### src/rtl/bist_sequencer.sv
// BIST session sequencer: seeds the LFSR, clocks N patterns through the circuit under test,
// flushes the MISR, compares the signature with the golden value and keeps pass/fail results.
module bist_sequencer (
    input  logic       clock_i,
    input  logic       reset_i,
    input  logic       start_i,
    input  logic       abort_i,
    input  logic [7:0] pattern_count_i,
    input  logic [3:0] golden_sig_i,
    input  logic [3:0] misr_in_i,
    output logic       cut_testmode_o,
    output logic       lfsr_load_o,
    output logic       lfsr_en_o,
    output logic       misr_clear_o,
    output logic       misr_en_o,
    output logic       busy_o,
    output logic       done_o,
    output logic       aborted_o,
    output logic       pass_o,
    output logic       fault_detected_o,
    output logic [7:0] pattern_idx_o,
    output logic [3:0] fail_count_o,
    output logic [2:0] state_o
);

    typedef enum logic [2:0] {
        S_IDLE    = 3'd0,
        S_INIT    = 3'd1,
        S_RUN     = 3'd2,
        S_FLUSH   = 3'd3,
        S_COMPARE = 3'd4,
        S_DONE    = 3'd5
    } state_t;

    state_t     state_q, state_d;
    logic [7:0] n_q, n_d;
    logic [3:0] golden_q, golden_d;
    logic [7:0] idx_q, idx_d;
    logic       pass_q, pass_d;
    logic       fault_q, fault_d;
    logic [3:0] fail_q, fail_d;
    logic       aborted_q, aborted_d;
    logic       busy;

    assign busy = (state_q == S_INIT) || (state_q == S_RUN) ||
                  (state_q == S_FLUSH) || (state_q == S_COMPARE);

    always_ff @(posedge clock_i or posedge reset_i) begin
        if (reset_i) begin
            state_q   <= S_IDLE;
            n_q       <= 8'd0;
            golden_q  <= 4'd0;
            idx_q     <= 8'd0;
            pass_q    <= 1'b0;
            fault_q   <= 1'b0;
            fail_q    <= 4'd0;
            aborted_q <= 1'b0;
        end else begin
            state_q   <= state_d;
            n_q       <= n_d;
            golden_q  <= golden_d;
            idx_q     <= idx_d;
            pass_q    <= pass_d;
            fault_q   <= fault_d;
            fail_q    <= fail_d;
            aborted_q <= aborted_d;
        end
    end

    always_comb begin
        state_d   = state_q;
        n_d       = n_q;
        golden_d  = golden_q;
        idx_d     = idx_q;
        pass_d    = pass_q;
        fault_d   = fault_q;
        fail_d    = fail_q;
        aborted_d = 1'b0;
        // Abort wins over every busy-state transition; pattern_idx is left where it stopped.
        if (busy && abort_i) begin
            state_d   = S_IDLE;
            aborted_d = 1'b1;
            pass_d    = 1'b0;
            fault_d   = 1'b0;
        end else begin
            case (state_q)
                S_IDLE: begin
                    if (start_i && !abort_i) begin
                        state_d  = S_INIT;
                        n_d      = pattern_count_i;
                        golden_d = golden_sig_i;
                        pass_d   = 1'b0;
                        fault_d  = 1'b0;
                    end
                end
                S_INIT: begin
                    idx_d   = 8'd0;
                    state_d = (n_q != 8'd0) ? S_RUN : S_COMPARE;
                end
                S_RUN: begin
                    idx_d = idx_q + 8'd1;
                    if (idx_q == n_q - 8'd1) begin
                        state_d = S_FLUSH;
                    end
                end
                S_FLUSH: state_d = S_COMPARE;
                S_COMPARE: begin
                    state_d = S_DONE;
                    if (misr_in_i == golden_q) begin
                        pass_d  = 1'b1;
                        fault_d = 1'b0;
                    end else begin
                        pass_d  = 1'b0;
                        fault_d = 1'b1;
                        if (fail_q != 4'hF) begin
                            fail_d = fail_q + 4'd1;
                        end
                    end
                end
                S_DONE:  state_d = S_IDLE;
                default: state_d = S_IDLE;
            endcase
        end
    end

    assign busy_o           = busy;
    assign cut_testmode_o   = busy;
    assign lfsr_load_o      = (state_q == S_INIT);
    assign misr_clear_o     = (state_q == S_INIT);
    assign lfsr_en_o        = (state_q == S_RUN);
    assign misr_en_o        = (state_q == S_RUN) || (state_q == S_FLUSH);
    assign done_o           = (state_q == S_DONE);
    assign aborted_o        = aborted_q;
    assign pass_o           = pass_q;
    assign fault_detected_o = fault_q;
    assign pattern_idx_o    = idx_q;
    assign fail_count_o     = fail_q;
    assign state_o          = state_q;

endmodule
### config.mk
export PLATFORM = sky130hd
export DESIGN_NAME = bist_sequencer
export DESIGN_NICKNAME = d
export VERILOG_FILES = /design/src/rtl/bist_sequencer.sv
export SDC_FILE = /design/constraint.sdc
export NUM_CORES = 1
export LEC_CHECK = 0
export CAP_MARGIN = 20
export CORE_MARGIN = 1.5
export CORE_UTILIZATION = 52
export CTS_CLUSTER_DIAMETER = 150
export DETAILED_ROUTE_END_ITERATION = 6
export PLACE_DENSITY = 0.84
export SKIP_CTS_REPAIR_TIMING = 1
export SYNTH_ARGS = -nofsm -noshare
export SYNTH_HDL_FRONTEND = slang
export SYNTH_SLANG_ARGS = --single-unit
### constraint.sdc
create_clock -name clock_i -period 4.3 [get_ports clock_i]
set_input_delay 0.86 -clock clock_i [delete_from_list [all_inputs] [get_ports clock_i]]
set_output_delay 0.86 -clock clock_i [all_outputs]
set_load 0.005 [all_outputs]
==> flow_summary_export.csv <==
group,metric,value,unit
run_status,status,"completed",
setup_path,crit_start,"state_o[2]",
cells_and_area,nets,233,
logic_synthesis,ys_types,46,
floorplanning,initial_utilization,56.4,%
clocking,cts_max_level,2,
floorplanning,fp.coreArea,3130,um2
sta,tns,0,ns
drt,finalWirelength,3620,um
logic_synthesis,ys_seq_area_share,42.6,%
logic_synthesis,syn_inst,167,
cells_and_area,multi_input_area,936,um2
job,maxCapViolations,0,
sta,fin_crit_sh,63.0,%
clocking,clock-root-buffer,"clkbuf_4",
clocking,clk_latency,0.34,ns
logic_synthesis,syn_area,1760,um2
setup_path,cp-start-kind,"flop",
cells_and_area,final_cell_mix,"clkdlybuf4s50_1 (44), dfrtp_1 (30), nor2_1 (12), mux2_2 (12), xnor2_1 (11)",
sta,maxSlewHeadroom,60.5,%
logic_synthesis,synthFlopType,"dfrtp_1",
clocking,cts_sinks,30,
pwr,ir_drop,0.214,mV
placement,dpl.hpwl,2750,um
min_path,holdPathEnd,"fail_count_o[3]",
floorplanning,rows,20,
drt,ant_nets,0,
logic_synthesis,synth_edf_count,0,
clocking,clock_path_buffers,2,
setup_path,worstSetupPathType,"flop to output pin",
setup_path,required,3.44,ns
cells_and_area,antennaDiodeCount,0,
min_path,hp-class,"flop to flop",
floorplanning,die_w,61.2,um
pwr,leakage,0.945,nW
cells_and_area,nFillCells,238,
placement,place_ws,1.50,ns
grt,grtUsageTotal,23.0,%
min_path,min_path_cells,1,
floorplanning,io_pins,45,
drt,avgViaCountPerCell,5.59,
logic_synthesis,ys_seq_elements,30,
sta,min_period,2.71,ns
floorplanning,die_area,3750,um2
drt,route.vias.total,1421,
grt,grt_pass1_vias,1375,
cells_and_area,areaGrowthSynthToFinish,29.6,%
floorplanning,fp.dieH,61.2,um
cells_and_area,final_common_cell,"clkdlybuf4s50_1",
setup_path,timing.rr.start,"state_o[2]",
min_path,worstHoldStart,"fail_count_o[3]",
clocking,clk_pin_slew_worst_paths,0.10,ns
drt,drt_iter0_drc,64,
logic_synthesis,avgSynthCellArea,10.6,um2
placement,routabilityCongestion,0.907,
setup_path,crit_arrival,1.85,ns
setup_path,reg2regPathDepth,3,
placement,port_buffers,44,
grt,grt_max_degree,31,
pwr,power_density,424,nW/um2
setup_path,r2r-end,"golden_q[0]",
grt,antenna_found_initial,0,
logic_synthesis,ys.warnings.count,0,
sta,grt_setup_unrepaired,"no",
setup_path,end_kind,"output pin",
sta,max_freq,0.369,GHz
cells_and_area,drive_above_1_share,13.8,%
grt,gr-total-overflow,0,
sta,setup_violations,0,
clocking,cts_tree,"done",
cells_and_area,seq_area,751,um2
grt,grt_pass1_wl,6310,um
sta,final-hold-violation-count,0,
sta,final.setup.worst_slack,1.59,ns
setup_path,path_max_fanout,19,
drt,wl_per_cell,14.2,um
setup_path,r2r_slack,2.42,ns
logic_synthesis,async_flop_share,100,%
sta,finalMaxSlewViolations,0,
sta,worst_slew_pin_slew,0.593,ns
logic_synthesis,syn_nets,191,
drt,drc,0,
sta,clock_skew,0.0129,ns
drt,detail_route.first_pass.iterations,4,
clocking,cts_inserted_buffers,5,
critical path, cell delays in order (launching register included):
cell and delay, ns:
dfrtp_1 0.73, xnor2_1 0.23, clkdlybuf4s50_1 0.55
registers in the layout, summed over array words and instances, names as in the netlist:
signal,cells
n_q,8
golden_q,4
fail_count_o,4
aborted_o,1
pass_o,1
fault_detected_o,1
state_o,3
pattern_idx_o,8
Yosys cell counts (2+ instances only):
master    instances  share of area, %
a21oi_1           3              0.85
a22o_1            3               1.5
and2_1            2              0.71
and3_1            2              0.71
buf_2             3              0.85
buf_4             3               1.3
clkbuf_1          2              0.43
dfrtp_1          30                43
ha_1              4               2.8
inv_1             4              0.85
mux2_1            2               1.3
mux2_2           12               7.7
nand2_1           9               1.9
nand2b_1          3               1.1
nand3_1           6               1.7
nand4_1           6               2.1
nor2_1           12               2.6
nor2b_1           2              0.71
nor3_1            4               1.1
nor4_1            2              0.71
o21ai_0           5               1.4
o21ai_1           5               1.4
or2b_1            2              0.85
or3_1             2              0.71
xnor2_1          11               5.5
xor2_1            8               4.0
stage by stage:
step           std cells  cell area, um2  util, %  hold WS [ns]  power, mW
3_5_place_dp         245            2200     70.2         0.502      0.792
4_1_cts              253            2260     72.2         0.511      0.970
2_1_floorplan        167            1760        -         0.484      0.659
3_3_place_gp         245            2200     70.2         0.483      0.767
6_report             254            2280     73.0         0.512      0.969
5_1_grt              254            2280     73.0         0.538       1.04
cell type report:
class	instances	share of cell area, %
multi-input combinational	123	41.0
tap	44	2.41
clock inverter	1	0.219
inverter	4	0.657
clock buffer	7	2.41
timing repair buffer	45	20.5
sequential	30	32.9
kinds of logic after synthesis:
group / Yosys count / share of synthesized area [%]
simple gates: 59 / 19.6
compound gates: 26 / 10.7
flops: 30 / 42.6
xor+xnor: 20 / 11.0
fa+ha+maj: 4 / 2.84
buf+inv: 14 / 4.33
mux: 14 / 8.94
worst max path at each step:
stage,to,slack [ns],cells past startpoint
final,cut_testmode_o,1.59,2
after global routing,cut_testmode_o,1.48,2
after CTS,cut_testmode_o,1.58,2
after detailed placement,fail_count_o[1],1.50,5
after global placement,fail_count_o[1],1.54,5
after floorplan,fail_count_o[1],2.29,4
report_power, final:
group          internal [mW]  switching (mW)  leakage, nW
combinational          0.209           0.142        0.523
sequential             0.343          0.0962        0.387
clock                 0.0791          0.0987       0.0353
total                  0.632           0.337        0.945
layer usage:
metal | routed length [um] | global-route usage [%] | vias up | share of wire (%)
met1 | 1520 | 29.8 | 685 | 42
li1 | - | - | 680 | -
met3 | 179 | 6.30 | 6 | 4.9
met4 | 39 | 8.07 | 0 | 1.1
met5 | 0 | 0 | - | 0
met2 | 1880 | 37.2 | 50 | 52
Note: power is estimated with default switching activity, not from simulation.
